[config.mk]
export PLATFORM = sky130hd
export DESIGN_NAME = a5_stream_engine
export DESIGN_NICKNAME = d
export VERILOG_FILES = /design/src/rtl/a5_pkg.sv /design/src/rtl/a5_stream_engine_lfsr.sv /design/src/rtl/a5_stream_engine.sv
export SDC_FILE = /design/constraint.sdc
export NUM_CORES = 1
export LEC_CHECK = 0
export ABC_AREA = 1
export CAP_MARGIN = 20
export CORE_MARGIN = 5
export CORE_UTILIZATION = 30
export CTS_CLUSTER_SIZE = 8
export DETAILED_ROUTE_END_ITERATION = 8
export GPL_ROUTABILITY_DRIVEN = 0
export MAX_ROUTING_LAYER = met4
export PLACE_DENSITY = 0.58
export SYNTH_ARGS = -nofsm -noshare
export SYNTH_HDL_FRONTEND = slang
export SYNTH_SLANG_ARGS = --single-unit
export TNS_END_PERCENT = 20
[constraint.sdc]
create_clock -name clk -period 3.4 [get_ports clk]
set_input_delay 0.68 -clock clk [delete_from_list [all_inputs] [get_ports clk]]
set_output_delay 0.68 -clock clk [all_outputs]
set_load 0.03 [all_outputs]
[src/rtl/a5_pkg.sv]
// Register geometry, tap masks, step counts and FSM encoding shared by the
// A5/1 keystream engine and its LFSR stages.
package a5_pkg;

  localparam int R1_W = 19;
  localparam int R2_W = 22;
  localparam int R3_W = 23;

  localparam logic [R1_W-1:0] R1_TAPS = 19'h7_2000;
  localparam logic [R2_W-1:0] R2_TAPS = 22'h30_0000;
  localparam logic [R3_W-1:0] R3_TAPS = 23'h70_0080;

  localparam int R1_CLK = 8;
  localparam int R2_CLK = 10;
  localparam int R3_CLK = 10;

  localparam int KEY_STEPS   = 64;
  localparam int FRAME_STEPS = 22;

  typedef enum logic [2:0] {IDLE, KEY, FRAME, MIX, RUN, DONE} state_t;

  function automatic int max3(input int a, input int b, input int c);
    int m;
    m = (a > b) ? a : b;
    return (m > c) ? m : c;
  endfunction

endpackage

[src/rtl/a5_stream_engine_lfsr.sv]
// One A5/1 shift register: shifts in tap parity XOR inject when stepped.
// msb_next is the MSB as it will stand after the current edge.
module a5_lfsr_stage #(
  parameter int             W       = 19,
  parameter logic [W-1:0]   TAPS    = '0,
  parameter int             CLK_BIT = 8
) (
  input  logic clk,
  input  logic reset_n,
  input  logic clear,
  input  logic step,
  input  logic inject,
  output logic msb_next,
  output logic clk_bit
);

  logic [W-1:0] r;
  logic         fb;

  assign fb = (^(r & TAPS)) ^ inject;

  always_ff @(posedge clk or negedge reset_n) begin
    if (!reset_n) begin
      r <= '0;
    end else if (clear) begin
      r <= '0;
    end else if (step) begin
      r <= {r[W-2:0], fb};
    end
  end

  assign msb_next = step ? r[W-2] : r[W-1];
  assign clk_bit  = r[CLK_BIT];

endmodule

[src/rtl/a5_stream_engine.sv]
// A5/1 keystream engine: key/frame load, majority mixing and burst keystream
// packed MSB-first into OUT_W-bit words on a valid/ready stream.
//
// state | meaning
// IDLE  | waiting for start
// KEY   | 64 steps, all registers clocked, key bit injected
// FRAME | 22 steps, all registers clocked, frame bit injected
// MIX   | MIX_CYCLES majority-clocked steps, output discarded
// RUN   | majority-clocked keystream, holds while the word is stalled
// DONE  | one-cycle done pulse
module a5_stream_engine
  import a5_pkg::*;
#(
  parameter int OUT_W      = 8,
  parameter int KS_BITS    = 228,
  parameter int MIX_CYCLES = 100
) (
  input  logic             clk,
  input  logic             reset_n,
  input  logic             start,
  input  logic [63:0]      key,
  input  logic [21:0]      frame,
  output logic             busy,
  output logic             done,
  output logic [OUT_W-1:0] ks_data,
  output logic             ks_valid,
  input  logic             ks_ready,
  output logic             ks_last
);

  localparam int CNT_W     = $clog2(max3(KEY_STEPS, MIX_CYCLES, KS_BITS)) + 1;
  localparam int LAST_BITS = (KS_BITS % OUT_W == 0) ? OUT_W : (KS_BITS % OUT_W);
  localparam int PAD       = OUT_W - LAST_BITS;
  localparam logic [OUT_W-1:0] LOW_MASK = {OUT_W{1'b1}} >> PAD;
  localparam logic [OUT_W-1:0] COL_INIT = OUT_W'(1);

  state_t             state, state_nx;
  logic [CNT_W-1:0]   cnt, cnt_load;
  logic [63:0]        key_sr;
  logic [21:0]        frame_sr;
  logic [OUT_W-1:0]   col;
  logic [OUT_W:0]     cat;
  logic [OUT_W-1:0]   word_raw, last_word;
  logic               clear, inject, cnt_en, advance, accept;
  logic               s1, s2, s3, c1, c2, c3, n1, n2, n3, maj, bit_nx;
  logic               final_bit, word_done;

  a5_lfsr_stage #(.W(R1_W), .TAPS(R1_TAPS), .CLK_BIT(R1_CLK)) u_r1 (
    .clk(clk), .reset_n(reset_n), .clear(clear), .step(s1), .inject(inject),
    .msb_next(n1), .clk_bit(c1));
  a5_lfsr_stage #(.W(R2_W), .TAPS(R2_TAPS), .CLK_BIT(R2_CLK)) u_r2 (
    .clk(clk), .reset_n(reset_n), .clear(clear), .step(s2), .inject(inject),
    .msb_next(n2), .clk_bit(c2));
  a5_lfsr_stage #(.W(R3_W), .TAPS(R3_TAPS), .CLK_BIT(R3_CLK)) u_r3 (
    .clk(clk), .reset_n(reset_n), .clear(clear), .step(s3), .inject(inject),
    .msb_next(n3), .clk_bit(c3));

  assign maj    = (c1 & c2) | (c1 & c3) | (c2 & c3);
  assign accept = ks_valid & ks_ready;
  assign busy   = (state != IDLE);
  assign done   = (state == DONE);

  always_ff @(posedge clk or negedge reset_n) begin
    if (!reset_n) state <= IDLE;
    else          state <= state_nx;
  end

  always_comb begin
    state_nx = state;
    clear    = 1'b0;
    inject   = 1'b0;
    cnt_en   = 1'b0;
    advance  = 1'b0;
    s1       = 1'b0;
    s2       = 1'b0;
    s3       = 1'b0;
    unique case (state)
      IDLE: if (start) begin
        state_nx = KEY;
        clear    = 1'b1;
      end
      KEY: begin
        {s1, s2, s3} = 3'b111;
        inject = key_sr[0];
        cnt_en = 1'b1;
        if (cnt == '0) state_nx = FRAME;
      end
      FRAME: begin
        {s1, s2, s3} = 3'b111;
        inject = frame_sr[0];
        cnt_en = 1'b1;
        if (cnt == '0) state_nx = MIX;
      end
      MIX: begin
        s1 = (c1 == maj);
        s2 = (c2 == maj);
        s3 = (c3 == maj);
        cnt_en = 1'b1;
        if (cnt == '0) state_nx = RUN;
      end
      RUN: begin
        // ks_last set means every bit is already out; only the handshake remains
        advance = (!ks_valid || ks_ready) && !ks_last;
        if (advance) begin
          s1 = (c1 == maj);
          s2 = (c2 == maj);
          s3 = (c3 == maj);
          cnt_en = 1'b1;
        end
        if (accept && ks_last) state_nx = DONE;
      end
      DONE:    state_nx = IDLE;
      default: state_nx = IDLE;
    endcase
  end

  always_comb begin
    cnt_load = '0;
    unique case (state_nx)
      KEY:     cnt_load = CNT_W'(KEY_STEPS - 1);
      FRAME:   cnt_load = CNT_W'(FRAME_STEPS - 1);
      MIX:     cnt_load = CNT_W'(MIX_CYCLES - 1);
      RUN:     cnt_load = CNT_W'(KS_BITS - 1);
      default: cnt_load = '0;
    endcase
  end

  // col carries a sentinel one above the collected bits; reaching the MSB marks a full word
  assign bit_nx    = n1 ^ n2 ^ n3;
  assign cat       = {col, bit_nx};
  assign word_raw  = cat[OUT_W-1:0];
  assign last_word = (word_raw & LOW_MASK) << PAD;
  assign final_bit = (cnt == '0);
  assign word_done = col[OUT_W-1] | final_bit;

  always_ff @(posedge clk or negedge reset_n) begin
    if (!reset_n) begin
      cnt      <= '0;
      key_sr   <= '0;
      frame_sr <= '0;
      col      <= COL_INIT;
      ks_data  <= '0;
      ks_valid <= 1'b0;
      ks_last  <= 1'b0;
    end else begin
      if (state_nx != state)          cnt <= cnt_load;
      else if (cnt_en && cnt != '0)   cnt <= cnt - 1'b1;

      if (clear) begin
        key_sr   <= key;
        frame_sr <= frame;
        col      <= COL_INIT;
      end
      if (state == KEY)   key_sr   <= key_sr >> 1;
      if (state == FRAME) frame_sr <= frame_sr >> 1;

      if (accept) begin
        ks_valid <= 1'b0;
        ks_last  <= 1'b0;
      end
      if (advance) begin
        if (word_done) begin
          ks_data  <= final_bit ? last_word : word_raw;
          ks_valid <= 1'b1;
          ks_last  <= final_bit;
          col      <= COL_INIT;
        end else begin
          col <= word_raw;
        end
      end
    end
  end

endmodule

==> results.sh, run 1 <==
export IMPL_relSlewSlack_pct=55.2
export IMPL_setup_tns_ns=0
export IMPL_vias=6505
export IMPL_yosysTopAreaCellShare_pct=54.1
export IMPL_synth_edf_count=0
export IMPL_final_antenna_net_count=0
export IMPL_crit_fanout=22
export IMPL_drive_gt1_share_pct=6.75
export IMPL_cp_top_family="simple AND/OR/NAND/NOR gates"
export IMPL_status="completed"
export IMPL_layout_min_cycle_time_ns=2.69
export IMPL_wl_per_cell_um=12.3
export IMPL_path_common_cell="nand2_1"
export IMPL_cp_start_kind="primary input"
export IMPL_vias_per_cell=4.47
export IMPL_leakagePower_nw=4.70
export IMPL_tightest_slew_ns=0.670
export IMPL_clock_fmax_mhz=372
export IMPL_insertion_delay_ns=0.42
export IMPL_overflow=0
export IMPL_wl_mm=17.9
export IMPL_hold_viol=0
export IMPL_cp_required_ns=3.73
export IMPL_rsz0062_at_grt="no"
export IMPL_first_pass_iters=5
export IMPL_synth_area_leaders="dfrtp_1 54%, nand2_1 11%, o21ai_0 9.1%, inv_1 7.0%, o22ai_1 5.1%"
export IMPL_placed_area_um2=9610
export IMPL_track_usage_pct=12.2
export IMPL_cts_resized=0
export IMPL_drc=0
export IMPL_num_antenna_cells=0
export IMPL_worst_setup_path_end_kind="flop"
export IMPL_irDropWorstVdd_v=0.000390
export IMPL_yosysSeqAreaShare_pct=54.4
export IMPL_placement_rows=60
export IMPL_setup_viol=0
export IMPL_worstPathArrival_ns=3.01
export IMPL_synth_main_ff_cell="dfrtp_1"
export IMPL_clock_sinks=180
export IMPL_powerDensity_nw_per_um2=883
export IMPL_ios=102
export IMPL_drt_iter0_markers=453
export IMPL_cts_setup_buffers=0
export IMPL_synthCells=988
export IMPL_syn_avg_cell_area_um2=8.38
export IMPL_area_delta_synth_final_pct=23.0
export IMPL_cts_tree="built"
export IMPL_netlist_top_cells_count="241 x nand2_1, 179 x dfrtp_1, 154 x inv_1"
export IMPL_die_h_um=176
export IMPL_clk_pin_slew_ns=0.06
export IMPL_synth_net_count=1080
export IMPL_reg2reg_depth=9
export IMPL_syn_area_um2=8280
export IMPL_synth_warning_count=0
export IMPL_nNetsFinal=1162
export IMPL_coreArea_um2=27100
export IMPL_cap_violations=0
export IMPL_grt_max_degree=127
export IMPL_post_dp_hpwl_mm=12.1
export IMPL_ys_async_sr_fraction_pct=100
export IMPL_min_path_type="in -> async"
export IMPL_synth_cell_types=30
export IMPL_reg2reg_slack_ns=0.86
export IMPL_root_buffer="clkbuf_16"
export IMPL_maxSlewViolCount=0
export IMPL_stdcell_area_um2=10200
export IMPL_r2r_start="state[2]"
export IMPL_synth_seq_cells=180
export IMPL_synth_top_area_cell="dfrtp_1"
export IMPL_dieArea_um2=31000
export IMPL_clockBufferDepth=2
export IMPL_io_buffers=101
export IMPL_post_route_period_util_pct=79.0
export IMPL_dieWidth_um=176
export IMPL_path_cells="clkdlybuf4s50_1 > inv_1 > a21oi_1 > nand2_1 > nand2_2 > nand2_1 > nand2_2 > inv_2 > nand2_1 > o22ai_1"
export IMPL_nFillCells=2823
export IMPL_yosysMostFrequentCell="nand2_1"
export IMPL_holdBufCountCts=0
export IMPL_critPathKind="in -> reg"
export IMPL_cp_slowest_cell="nand2_1"
export IMPL_crit_buf_inv=3
export IMPL_cts_htree_levels=4
export IMPL_fin_skew_ns=0.0132
export IMPL_max_stage_delay_ns=0.50
export IMPL_grt_pass1_wl_mm=31.0
export IMPL_start_util_pct=30.6
export IMPL_first_global_vias=6317
export IMPL_r2r_end="u_r2.r[0]"
export IMPL_cts_made_buffers=17
export IMPL_antenna_found_initial=0
-- through the flow --
stage	worst slack, ns	hold WS (ns)	utilization [%]	total power, W	instances
after floorplan	1.72	0.384	-	0.00641	988
final	0.713	0.229	37.6	0.00899	1454
after detailed placement	0.287	0.482	35.5	0.00719	1422
after global routing	0.428	0.262	37.6	0.00990	1454
after global placement	0.338	0.476	35.5	0.00709	1422
after CTS	0.734	0.253	37.5	0.00909	1453
-- report_power, final --
group          leakage [nW]  total (W)  switching [W]  internal [W]
logic                  2.11    0.00382        0.00248       0.00133
clock network         0.269    0.00185       0.000825       0.00103
registers              2.32    0.00332       0.000314       0.00300
total                  4.70    0.00899        0.00362       0.00536
-- sequential cells by signal (all words and copies together) (netlist names) --
register  cells
cnt           9
frame_sr     22
key_sr       64
u_r1.r       19
state         3
ks_data       8
col           8
ks_valid      1
ks_last       1
u_r3.r       23
u_r2.r       22
-- metal layers --
| layer | GRT usage, % | share of wire, % | vias up |
|---|---|---|---|
| li1 | - | - | 3328 |
| met1 | 18.0 | 52 | 3033 |
| met2 | 17.2 | 42 | 135 |
| met3 | 3.06 | 5.3 | 9 |
| met4 | 2.34 | 0.69 | 0 |
| met5 | - | 0 | - |
-- final cells by class --
class | instances | area [um2] | share of cell area (%)
Sequential cell | 180 | 4510 | 44.2
Multi-Input combinational cell | 595 | 2910 | 28.6
Timing Repair Buffer | 111 | 1120 | 11.0
Inverter | 165 | 622 | 6.11
Tap cell | 372 | 465 | 4.57
Clock buffer | 19 | 443 | 4.35
Clock inverter | 12 | 109 | 1.07
-- worst max-delay path by stage --
stage	startpoint	to	slack, ns	cells after the start
after detailed placement	ks_ready	u_r2.r[0]	0.29	10
after global placement	ks_ready	u_r2.r[0]	0.34	10
final	ks_ready	u_r2.r[0]	0.71	10
after global routing	ks_ready	u_r2.r[0]	0.43	10
after floorplan	state[0]	key_sr[37]	1.72	11
after CTS	ks_ready	u_r2.r[0]	0.73	10
-- placed cells by master (no fill, tap or decap), types with 5 or more instances in the layout --
master	instances
nand2_1	241
dfrtp_1	179
inv_1	154
o21ai_0	150
clkdlybuf4s50_1	100
o22ai_1	67
nand3_1	57
nor2_1	22
clkbuf_16	17
xnor2_1	11
inv_2	10
buf_4	7
nor2_2	5
nand2_2	5
o21ai_1	5
xor2_1	5
-- cell families after synthesis --
kind of cell,Yosys count,share of synthesized area [%]
buffers and inverters,213,10.5
xor gates and xnor gates,16,1.69
AOI/OAI and AO/OA,235,15.7
and+or+nand+nor,342,17.5
DFF,180,54.4
adders and majority gates,2,0.302
No activity file was read; power rests on OpenSTA's default activity.
==> run 2, diff against run 1 <==
PLACE_DENSITY = 0.6   (was 0.58)
clock period = 2.29 ns   (was 3.4 ns; I/O delays follow)
==> results.sh, run 2 (synthesized netlist as in run 1, its figures left out) <==
export IMPL_r2r_end="ks_data[4]"
export IMPL_reg2reg_slack_ns=0.29
export IMPL_first_global_vias=6244
export IMPL_nNetsFinal=1170
export IMPL_setup_viol=0
export IMPL_placed_area_um2=9730
export IMPL_worst_setup_path_end_kind="output pin"
export IMPL_irDropWorstVdd_v=0.000851
export IMPL_final_common_cell="nand2_1"
export IMPL_final_cell_mix="241 x nand2_1, 178 x dfrtp_1, 154 x inv_1, 150 x o21ai_0, 98 x clkdlybuf4s50_1"
export IMPL_critPathKind="reg -> out"
export IMPL_grt_max_degree=129
export IMPL_grt_busiest_layer="met1"
export IMPL_crit_end="done"
export IMPL_relSlewSlack_pct=66.8
export IMPL_drc=0
export IMPL_wl_per_cell_um=12.6
export IMPL_met2_usage_pct=17.4
export IMPL_setup_tns_ns=0
export IMPL_grt_pass1_wl_mm=30.8
export IMPL_leakagePower_nw=4.79
export IMPL_ios=102
export IMPL_clock_sinks=180
export IMPL_maxSlewViolCount=0
export IMPL_p_total_w=0.0139
export IMPL_cap_violations=0
export IMPL_root_buffer="clkbuf_16"
export IMPL_first_pass_iters=5
export IMPL_fin_skew_ns=0.0124
export IMPL_clockBufferDepth=2
export IMPL_layout_min_cycle_time_ns=2.04
export IMPL_io_buffers=101
export IMPL_clock_fmax_mhz=489
export IMPL_die_h_um=176
export IMPL_status="completed"
export IMPL_largest_reg_flops=64
export IMPL_antenna_found_initial=0
export IMPL_post_dp_hpwl_mm=12.3
export IMPL_cts_htree_levels=4
export IMPL_grt_use_met3_pct=2.53
export IMPL_stdcell_area_um2=10400
export IMPL_placement_rows=60
export IMPL_dieArea_um2=31000
export IMPL_use_met1_pct=17.9
export IMPL_min_path_type="in -> async"
export IMPL_cts_tree="built"
export IMPL_r2r_start="state[1]"
export IMPL_overflow=0
export IMPL_dieWidth_um=176
export IMPL_hold_viol=0
export IMPL_post_route_period_util_pct=89.3
export IMPL_drive_gt1_share_pct=7.61
export IMPL_coreArea_um2=27100
export IMPL_area_delta_synth_final_pct=25.2
export IMPL_crit_fanout=8
export IMPL_insertion_delay_ns=0.43
export IMPL_largestRegisters="key_sr (64), u_r3.r (23)"
export IMPL_cp_start_kind="flop"
export IMPL_final_util_pct=38.3
export IMPL_tightest_slew_ns=0.499
export IMPL_start_util_pct=30.6
export IMPL_clk_pin_slew_ns=0.07
export IMPL_worstPathArrival_ns=1.59
export IMPL_track_usage_pct=12.2
export IMPL_cts_made_buffers=17
export IMPL_top_register="key_sr"
export IMPL_vias_per_cell=4.46
export IMPL_powerDensity_nw_per_um2=1340
export IMPL_vias=6527
export IMPL_drt_iter0_markers=494
export IMPL_cp_required_ns=1.83
export IMPL_wl_mm=18.4
export IMPL_num_antenna_cells=0
export IMPL_reg2reg_depth=11
export IMPL_rsz0062_at_grt="no"
export IMPL_startpoint="state[0]"
export IMPL_final_antenna_net_count=0
## run 2: worst min path at each step
stage | cells past startpoint | endpoint | slack (ns)
global route | 2 | key_sr[51] | 0.49
CTS | 2 | key_sr[51] | 0.49
detailed placement | 1 | key_sr[51] | 0.36
floorplan | 0 | cnt[0] | 0.16
finish | 2 | key_sr[51] | 0.48
global placement | 1 | key_sr[51] | 0.36
## run 2: stage by stage
| step | std cells | hold WS [ns] | worst slack [ns] |
|---|---|---|---|
| final | 1463 | 0.483 | 0.245 |
| after global placement | 1430 | 0.357 | 0.185 |
| after detailed placement | 1430 | 0.356 | 0.140 |
| after floorplan | 988 | 0.162 | 0.609 |
| after CTS | 1463 | 0.487 | 0.0382 |
| after global routing | 1463 | 0.495 | 0.0366 |
## run 2: timing repair
item	4_1_cts	5_1_grt
gates resized for setup	2	1
endpoints found under the setup margin	1	1
setup buffers	0	0
hold endpoints to repair	23	0
hold buffers	1	0
## run 2: where the power goes
part	switching [W]	total (W)	internal [W]
clock	0.00128	0.00307	0.00179
sequential	0.000474	0.00493	0.00446
combinational	0.00374	0.00588	0.00215
total	0.00549	0.0139	0.00840
## run 2: per-layer routing
metal	vias to the layer above	share of wire, %
met2	118	43
met3	12	4.3
met4	0	0.74
met5	-	0
li1	3359	-
met1	3038	52
## run 2: area by class of cell
class,instances,area [um2]
Timing Repair Buffer,119,1240
Multi-Input combinational cell,595,2910
Clock buffer,19,453
Sequential cell,180,4510
Inverter,165,622
Fill cell,2773,16700
Clock inverter,13,170
Tap cell,372,465
## run 2: worst max-delay path: stages, from the launching register on
cell	delay [ns]
dfrtp_1	0.51
inv_1	0.12
nor2_1	0.13
dlygate4sd2_1	0.41
==> run 3, diff against run 2 <==
ABC_AREA = unset   (was 1)
CAP_MARGIN = unset   (was 20)
==> results.sh, run 3 <==
export IMPL_post_route_period_util_pct=99.5
export IMPL_wl_mm=17.4
export IMPL_r2r_end="ks_data[4]"
export IMPL_tightest_slew_ns=0.564
export IMPL_clock_fmax_mhz=439
export IMPL_cts_made_buffers=17
export IMPL_r2r_start="state[0]"
export IMPL_insertion_delay_ns=0.42
export IMPL_placed_area_um2=9640
export IMPL_wl_per_cell_um=13.6
export IMPL_final_common_cell="nand2_1"
export IMPL_synth_warning_count=0
export IMPL_pre_cts_slack_ns=-0.343
export IMPL_leakagePower_nw=4.92
export IMPL_stdcell_area_um2=10200
export IMPL_post_dp_hpwl_mm=11.8
export IMPL_ys_async_sr_fraction_pct=100
export IMPL_largest_reg_flops=64
export IMPL_hold_ws_ns=0.0239
export IMPL_first_pass_iters=4
export IMPL_drt_iter0_markers=299
export IMPL_coreArea_um2=26200
export IMPL_placement_rows=59
export IMPL_synth_area_mux_share_pct=8.62
export IMPL_drc=0
export IMPL_fin_skew_ns=0.00946
export IMPL_yosysSeqAreaShare_pct=56.1
export IMPL_maxSlewViolCount=0
export IMPL_clk_pin_slew_ns=0.06
export IMPL_reg2reg_slack_ns=0.01
export IMPL_drive_gt1_share_pct=9.17
export IMPL_holdBufCountCts=0
export IMPL_rsz0062_at_grt="yes"
export IMPL_synth_xor_area_share_pct=1.93
export IMPL_num_antenna_cells=0
export IMPL_setup_viol=0
export IMPL_cp_start_kind="flop"
export IMPL_synthSimpleGateAreaFrac_pct=14.5
export IMPL_ios=102
export IMPL_top_register="key_sr"
export IMPL_irDropWorstVdd_v=0.000564
export IMPL_first_global_vias=5990
export IMPL_final_antenna_net_count=0
export IMPL_powerDensity_nw_per_um2=1120
export IMPL_synth_seq_cells=180
export IMPL_final_cells=1284
export IMPL_vias_per_cell=4.67
export IMPL_grt_max_degree=128
export IMPL_final_util_pct=39.1
export IMPL_synth_adder_area_share_pct=0.312
export IMPL_grt_pass1_wl_mm=29.6
export IMPL_crit_fanout=3
export IMPL_nNetsFinal=1029
export IMPL_dieArea_um2=30100
export IMPL_min_path_type="in -> async"
export IMPL_synthCells=829
export IMPL_synth_net_count=921
export IMPL_synth_compound_area_share_pct=15.2
export IMPL_synth_cell_types=46
export IMPL_final_cell_mix="239 x nand2_1, 179 x dfrtp_1, 133 x o21ai_0, 98 x clkdlybuf4s50_1, 67 x mux2i_1"
export IMPL_synth_top_family_by_area="compound AO/OA/AOI/OAI gates"
export IMPL_relSlewSlack_pct=62.4
export IMPL_root_buffer="clkbuf_16"
export IMPL_critPathKind="reg -> reg"
export IMPL_area_delta_synth_final_pct=27.5
export IMPL_worst_setup_path_end_kind="flop"
export IMPL_synth_main_ff_cell="dfrtp_1"
export IMPL_syn_area_um2=8030
export IMPL_layout_min_cycle_time_ns=2.28
export IMPL_yosysMostFrequentCell="nand2_1"
export IMPL_clock_sinks=180
export IMPL_antenna_found_initial=0
export IMPL_status="completed"
export IMPL_hold_viol=0
export IMPL_netlist_top_cells_count="240 x nand2_1, 179 x dfrtp_1, 133 x o21ai_0"
export IMPL_overflow=0
export IMPL_largestRegisters="key_sr (64), u_r3.r (23)"
export IMPL_dieWidth_um=174
export IMPL_vias=5998
export IMPL_die_h_um=174
export IMPL_place_inst=1252
export IMPL_setup_ws_ns=0.0121
export IMPL_cp_required_ns=2.60
export IMPL_clockBufferDepth=2
export IMPL_reg2reg_depth=6
export IMPL_io_buffers=101
export IMPL_worstPathArrival_ns=2.59
export IMPL_yosysTopAreaCellShare_pct=55.8
export IMPL_synth_top_area_cell="dfrtp_1"
export IMPL_synth_area_leaders="dfrtp_1 56%, nand2_1 11%, mux2i_1 8.5%, o21ai_0 8.3%, a22oi_1 2.1%"
export IMPL_start_util_pct=30.6
export IMPL_track_usage_pct=12.1
export IMPL_cts_htree_levels=4
export IMPL_cts_tree="built"
export IMPL_cap_violations=0
export IMPL_syn_avg_cell_area_um2=9.68
export IMPL_synth_edf_count=0
[run 3: through the flow]
stage	total power, W	TNS, ns
finish	0.0115	0
detailed placement	0.00866	-0.973
CTS	0.0116	-0.00236
floorplan	0.00761	-0.249
global route	0.0124	-0.181
global placement	0.00852	-0.797
[run 3: logic make-up (layout without fill, tap and decap cells)]
group	count (synthesis)	count (layout)
AO/OA/AOI/OAI	207	207
adder cells (fa/ha/maj)	2	2
buffers and inverters	66	186
multiplexers	69	69
XOR/XNOR	16	16
flip-flops	180	180
AND/OR/NAND/NOR	289	289
[run 3: critical path, stage by stage (launching register included)]
cell and delay (ns):
dfrtp_1 0.37, or3b_4 0.41, o32ai_4 0.27, a21o_1 0.21, mux2i_2 0.24, xnor3_2 0.48, a31o_1 0.19
[run 3: cell type report]
class / instances / area, um2
inverter: 10 / 37.5
multi-input combinational: 583 / 3270
fill: 2559 / 16000
timing repair buffer: 145 / 1420
clock inverter: 11 / 130
tap: 335 / 419
sequential: 180 / 4510
clock buffer: 20 / 457
[run 3: worst max path at each step]
stage                     slack (ns)      from         end  cells after the start
after floorplan                -0.10  state[2]  ks_data[0]                      9
after global placement         -0.29  ks_ready  ks_data[0]                      7
after detailed placement       -0.34  ks_ready  ks_data[4]                      7
after CTS                     -0.002  state[0]  ks_data[4]                      6
final                           0.01  state[0]  ks_data[4]                      6
after global routing           -0.08  state[0]  ks_data[4]                      6
[run 3: what timing repair did]
item,in CTS,in global routing
gates resized for setup,3,1
endpoints found under the setup margin,5,3
pin swaps,3,1
setup buffers,0,1
endpoints found under the hold margin,0,0
[run 3: layer usage]
layer  track usage [%]  up-vias  wire length, um
met4              3.46        0              121
met5                 -        -                0
met1              16.1     2859             8420
li1                  -     3035                -
met3              2.84        9              668
met2              18.6       95             8210
[run 3: power by group]
part / switching (W) / total, W / internal [W]
clock: 0.00122 / 0.00288 / 0.00166
combinational: 0.00200 / 0.00355 / 0.00155
sequential: 0.000685 / 0.00503 / 0.00434
